### src/rtl/gpmc_pkg.sv
// gpmc_pkg: shared state enumeration, bus constants and burst address helper
package gpmc_pkg;
  localparam int BE_WIDTH = 2;
  localparam int GPMC_DW = 16;
  typedef enum logic [1:0] {IDLE, ACTIVE, READ_LAT, READ_BURST} state_t;
  // next burst address: wrapping keeps the upper bits and rolls the low log2(bl) bits
  function automatic logic [31:0] next_addr(input logic [31:0] a, input int unsigned aw,
                                            input int unsigned bl, input bit wrap);
    logic [31:0] m;
    logic [31:0] inc;
    m = bl - 1;
    inc = a + 32'd1;
    return wrap ? ((a & ~m) | (inc & m)) : (inc & ((32'd1 << aw) - 32'd1));
  endfunction
endpackage

### src/rtl/gpmc_sync_ram.sv
// gpmc_sync_ram: single-port block RAM with byte-enable write and registered read
//   clk            clock
//   we, be         write strobe and per-byte enables (active high)
//   re             read strobe; rdata updates only when re is high
//   addr, wdata    word address and write data
//   rdata          registered read data
module gpmc_sync_ram
  import gpmc_pkg::*;
#(
  parameter int ADDR_WIDTH = 8,
  parameter int DATA_WIDTH = GPMC_DW
) (
  input  logic                  clk,
  input  logic                  we,
  input  logic [BE_WIDTH-1:0]   be,
  input  logic                  re,
  input  logic [ADDR_WIDTH-1:0] addr,
  input  logic [DATA_WIDTH-1:0] wdata,
  output logic [DATA_WIDTH-1:0] rdata
);
  logic [DATA_WIDTH-1:0] mem [2**ADDR_WIDTH];
  always_ff @(posedge clk) begin
    for (int i = 0; i < BE_WIDTH; i++)
      if (we && be[i]) mem[addr][8*i +: 8] <= wdata[8*i +: 8];
    if (re) rdata <= mem[addr];
  end
endmodule

### src/rtl/gpmc_sync_burst.sv
// gpmc_sync_burst: synchronous multiplexed GPMC slave with burst access to a block RAM and a fabric port
//   clk, rst                      clock, asynchronous active-high reset
//   gpmc_ad_in/out/oe             multiplexed AD bus sample, read data and pad enable
//   gpmc_csn/advn/oen/wein        GPMC strobes (active low)
//   gpmc_be0n/be1n                byte enables (active low)
//   gpmc_wait                     high while read data is not yet valid
//   busy                          high while a GPMC transaction owns the RAM
//   usr_req/we/addr/wdata/be      fabric request, held until usr_ack
//   usr_ack/rdata                 completion pulse and read data
module gpmc_sync_burst
  import gpmc_pkg::*;
#(
  parameter int ADDR_WIDTH   = 8,
  parameter int DATA_WIDTH   = 16,
  parameter int READ_LATENCY = 2,
  parameter int BURST_LEN    = 8,
  parameter int WRAP_EN      = 0
) (
  input  logic                  clk,
  input  logic                  rst,
  input  logic [DATA_WIDTH-1:0] gpmc_ad_in,
  output logic [DATA_WIDTH-1:0] gpmc_ad_out,
  output logic                  gpmc_ad_oe,
  input  logic                  gpmc_csn,
  input  logic                  gpmc_advn,
  input  logic                  gpmc_oen,
  input  logic                  gpmc_wein,
  input  logic                  gpmc_be0n,
  input  logic                  gpmc_be1n,
  output logic                  gpmc_wait,
  output logic                  busy,
  input  logic                  usr_req,
  input  logic                  usr_we,
  input  logic [ADDR_WIDTH-1:0] usr_addr,
  input  logic [DATA_WIDTH-1:0] usr_wdata,
  input  logic [BE_WIDTH-1:0]   usr_be,
  output logic                  usr_ack,
  output logic [DATA_WIDTH-1:0] usr_rdata
);
  // the RAM output register is the first pipeline stage, so only READ_LATENCY-1 more are needed
  localparam int DEPTH = READ_LATENCY > 1 ? READ_LATENCY - 1 : 1;
  state_t state;
  logic [ADDR_WIDTH-1:0] addr, addr_inc, ram_addr;
  logic [1:0] cnt;
  logic usr_pend, usr_go, gpmc_ok, wr_go, rd_start, adv, ram_we, ram_re;
  logic [BE_WIDTH-1:0] ram_be;
  logic [DATA_WIDTH-1:0] ram_wdata, ram_q, tap;
  logic [DATA_WIDTH-1:0] dly [DEPTH];
  always_comb begin
    gpmc_ok = !gpmc_csn && gpmc_advn;
    wr_go = state == ACTIVE && gpmc_ok && !gpmc_wein;
    rd_start = state == ACTIVE && gpmc_ok && gpmc_wein && !gpmc_oen;
    // the read pipeline only advances when a word is issued, so an oen pause freezes it intact
    adv = rd_start || (gpmc_ok && (state == READ_LAT || (state == READ_BURST && !gpmc_oen)));
    // fabric ops only run in IDLE, where the GPMC side never touches the RAM
    usr_go = state == IDLE && gpmc_csn && usr_req && !usr_pend;
    ram_we = wr_go || (usr_go && usr_we);
    ram_re = adv || (usr_go && !usr_we);
    ram_addr = state == IDLE ? usr_addr : addr;
    ram_be = state == IDLE ? usr_be : ~{gpmc_be1n, gpmc_be0n};
    ram_wdata = state == IDLE ? usr_wdata : gpmc_ad_in;
    addr_inc = ADDR_WIDTH'(next_addr(32'(addr), ADDR_WIDTH, BURST_LEN, WRAP_EN != 0));
    tap = READ_LATENCY == 1 ? ram_q : dly[DEPTH-1];
  end
  gpmc_sync_ram #(.ADDR_WIDTH(ADDR_WIDTH), .DATA_WIDTH(DATA_WIDTH)) u_ram (
    .clk(clk), .we(ram_we), .be(ram_be), .re(ram_re),
    .addr(ram_addr), .wdata(ram_wdata), .rdata(ram_q)
  );
  always_ff @(posedge clk)
    if (adv) begin
      dly[0] <= ram_q;
      for (int i = 1; i < DEPTH; i++) dly[i] <= dly[i-1];
    end
  always_ff @(posedge clk or posedge rst)
    if (rst) begin
      state <= IDLE;
      addr <= '0;
      cnt <= '0;
      gpmc_ad_out <= '0;
      gpmc_ad_oe <= 1'b0;
      gpmc_wait <= 1'b0;
      busy <= 1'b0;
      usr_pend <= 1'b0;
      usr_ack <= 1'b0;
      usr_rdata <= '0;
    end else begin
      usr_pend <= usr_go;
      usr_ack <= usr_pend;
      if (usr_pend && !usr_we) usr_rdata <= ram_q;
      if (state != IDLE && gpmc_csn) begin
        state <= IDLE;
        gpmc_ad_out <= '0;
        gpmc_ad_oe <= 1'b0;
        gpmc_wait <= 1'b0;
        busy <= 1'b0;
      end else if (!gpmc_csn && !gpmc_advn) begin
        state <= ACTIVE;
        addr <= gpmc_ad_in[ADDR_WIDTH-1:0];
        gpmc_ad_oe <= 1'b0;
        gpmc_wait <= 1'b0;
        busy <= 1'b1;
      end else case (state)
        ACTIVE:
          if (wr_go) addr <= addr_inc;
          else if (rd_start) begin
            state <= READ_LAT;
            addr <= addr_inc;
            gpmc_wait <= 1'b1;
            cnt <= 2'(READ_LATENCY - 1);
          end
        READ_LAT: begin
          addr <= addr_inc;
          if (cnt == 2'd0) begin
            state <= READ_BURST;
            gpmc_ad_oe <= 1'b1;
            gpmc_wait <= 1'b0;
            gpmc_ad_out <= tap;
          end else cnt <= cnt - 2'd1;
        end
        READ_BURST:
          if (!gpmc_oen) begin
            addr <= addr_inc;
            gpmc_ad_out <= tap;
          end
        default: ;
      endcase
    end
endmodule

### config.mk
export PLATFORM = sky130hd
export DESIGN_NAME = gpmc_sync_burst
export DESIGN_NICKNAME = d
export VERILOG_FILES = /design/src/rtl/gpmc_pkg.sv /design/src/rtl/gpmc_sync_ram.sv /design/src/rtl/gpmc_sync_burst.sv
export SDC_FILE = /design/constraint.sdc
export NUM_CORES = 2
export LEC_CHECK = 0
export BUFFER_PORTS_ARGS = -buffer_cell sky130_fd_sc_hd__buf_2
export CAP_MARGIN = 20
export CORE_MARGIN = 10
export CORE_UTILIZATION = 50
export CTS_CLUSTER_DIAMETER = 40
export DETAILED_ROUTE_END_ITERATION = 8
export GPL_ROUTABILITY_DRIVEN = 0
export PLACE_DENSITY = 0.65
export RECOVER_POWER = 50
export SLEW_MARGIN = 20
export SYNTH_ARGS = -nofsm -noshare
export SYNTH_HDL_FRONTEND = slang
export SYNTH_MEMORY_MAX_BITS = 65536
export SYNTH_SLANG_ARGS = --single-unit
### constraint.sdc
create_clock -name clk -period 6.6 [get_ports clk]
set_clock_uncertainty 0.15 [all_clocks]
set_input_delay 0.99 -clock clk [delete_from_list [all_inputs] [get_ports clk]]
set_output_delay 0.99 -clock clk [all_outputs]
set_load 0.01 [all_outputs]
==> impl_metrics.toml <==
[power]
p_switching_uw = 27400
p_per_area_nw_per_um2 = 459
power.leakage_uw = 0.0638
power_uw = 85100
p_clk_share_pct = 33.9
intPower_uw = 57700
swShare_pct = 32.2
power_frac_comb_pct = 27.8
ir_drop_v = 0.000423
seqPwrFrac_pct = 38.3

[cts]
hold_buffers = 0
root_buffer = "clkbuf_16"
clk_latency_ps = 900
ctsResizeCount = 0
post_cts_buffers = 0
clkSinkCount = 4177
clk_pin_slew_ps = 50
clock_path_buffers = 4
cts_tree = "done"
cts_inserted_buffers = 531
htreeDepth = 6

[setup_path]
crit_family = "multiplexers"
worstRegToRegCells = 4
worstSetupStartpointType = "register"
timing.critical_path.fanout_max = 99
critPathLaunch = "state[0]"
worstSetupEndpointType = "register"
path_cells = "inv_1 -> ha_4 -> mux2_1 -> clkbuf_4"
critPathBufInv = 2
slowest_delay_ps = 2840
cp.depth = 4
critPathArrivalTime_ps = 6590
crit_required_ps = 6980
critPathKind = "reg -> reg"
crit_slowest_cell = "mux2_1"
reg2reg_from = "state[0]"

[die]
die_y_um = 588
die_area_sq_um = 346000
core_area_sq_um = 321000
fp-row-count = 208
ios = 88
start_util_pct = 50.3
fp.dieW_um = 588

[synth]
synth_cell_types = 47
yosys.area.top_type = "edfxtp_1"
synth_area_leaders = "edfxtp_1 (77%), mux2i_1 (13%), o22ai_1 (4.0%), o41ai_1 (1.3%), nor2_1 (1.2%)"
synth_nets = 9019
yosysMostFrequentCell = "edfxtp_1"
synth_common_cells = "edfxtp_1 (4128), mux2i_1 (2050), o22ai_1 (1026)"
synth_area_per_cell_sq_um = 18.0
ys_seq_elements = 4177
syn_area_sq_um = 161000
synthFlopType = "edfxtp_1"
synth_async_sr_flop_share_pct = 1.17
synth.top_cell.area_share_pct = 76.8
yosysSeqAreaShare_pct = 77.6
synth_edf_count = 4128
yosys_warnings = 0
postSynthCellCount = 8961

[finish]
final_net_count = 9337
fillerInstances = 23800
final_core_util_pct = 57.8
drive_gt1_share_pct = 12.8
syn_to_final_growth_pct = 14.9

[detailed_routing]
num_vias = 86400
routed_via_density = 6.17
final_antenna_net_count = 0
wl_per_cell_um = 30.2
drt-total-wl_mm = 423
first_pass_iters = 6
drtIter0Drc = 9915
drcViolationCount = 0

[sta]
finalSetupTns_ps = 0
fin_crit_ps = 6210
worst_slew_pin_slew_ps = 4850
hold_viol = 0
max_slew_margin_pct = -224
fmax_mhz = 161
rsz0062_at_grt = "false"
setup_viol = 0
fin_crit_sh_pct = 94.1
finalMaxSlewViolations = 2959

[grt]
grt_pass1_vias = 85200
grt.total_usage_pct = 23.5
grt_overflow = 0
grt_first_pass_wirelength_mm = 607
grt_start_max_net_pins = 197
antenna_found_initial = 30

[run_status]
violations = "capacitance limit, slew limit"
status = "complete, but fails checks"

[hold_path]
worstHoldPathCells = 3
worstHoldPathType = "in -> reg"
worst_hold_startpoint = "gpmc_ad_in[5]"

[placed_design]
dp_hpwl_mm = 246
port-buffer-count = 87

[job]
drv_cap = 27
[final timing paths]
check / to / slack [ps]
max: u_ram.mem[177][14] / 390
min: addr[5] / 180
max reg2reg: u_ram.mem[177][14] / 390
min reg2reg: usr_ack / 260
max in group asynchronous: usr_rdata[15] / 4780
min in group asynchronous: usr_rdata[0] / 510
[cells by family (layout without fill, tap and decap cells)]
kind of cell	count (synthesis)	after routing	synth area share [%]
muxes	2085	2085	13.0
AOI/OAI and AO/OA	1415	1415	6.01
buffers and inverters	592	1324	1.69
other	0	20	0
xor gates and xnor gates	7	7	0.0380
DFF	4177	4177	77.6
and+or+nand+nor	679	679	1.69
adders and majority gates	6	6	0.0465
[per-stage QoR]
stage	setup slack, ps	std cells	cell area (sq um)	hold slack (ps)
2_1_floorplan	2060	8961	161000	210
3_3_place_gp	-150	13000	168000	236
6_report	390	14000	185000	178
4_1_cts	377	14000	186000	143
3_5_place_dp	362	13100	168000	244
5_1_grt	94.5	14000	185000	189
[power groups by stage]
stage	registers (uW)	logic (uW)	clock network, uW
after floorplan	33000	14400	0
after global placement	32800	23200	0
after detailed placement	32900	23700	0
after CTS	32300	23700	29100
after global routing	32600	24600	30200
final	32600	23600	28800
[registers in the layout, summed over array words and instances, names as in the netlist, 2 cells and up]
| name | count |
|---|---|
| dly | 16 |
| gpmc_ad_out | 16 |
| addr | 8 |
| cnt | 2 |
| state | 2 |
| usr_rdata | 16 |
| u_ram.rdata | 16 |
| u_ram.mem | 4096 |
[final cells by class]
class / count / area (sq um) / area share (%)
sequential: 4177 / 125000 / 67.5
antenna: 20 / 50.0 / 0.0270
timing repair buffer: 365 / 3210 / 1.73
inverter: 12 / 46.3 / 0.0250
clock inverter: 336 / 3740 / 2.01
tap: 4305 / 5390 / 2.90
clock buffer: 611 / 14000 / 7.55
multi-input combinational: 4192 / 33900 / 18.3
[metal layers]
metal | wire length [um] | track usage (%) | up-vias
li1 | - | - | 37200
met1 | 169000 | 32.1 | 44500
met2 | 203000 | 37.9 | 3906
met3 | 33700 | 4.26 | 760
met4 | 17300 | 8.91 | 16
met5 | 136 | 0 | -
[cells in the final DEF (no fill, tap or decap), types with 57 or more instances in the layout]
master	count
nor2_1	520
clkinv_1	57
clkbuf_16	551
clkinv_2	67
nand2_1	84
a41oi_1	62
o22ai_1	1025
mux2i_1	2049
bufinv_16	60
clkbuf_1	100
buf_4	202
edfxtp_1	4128
buf_12	57
o41ai_1	241
[worst min-delay path, delay by kind of cell]
| family | cells | cell delay, ps |
|---|---|---|
| buffers and inverters | 1 | 100 |
| AOI/OAI and AO/OA | 1 | 60 |
| and+or+nand+nor | 1 | 50 |
Power figures use the tool's default switching activity.
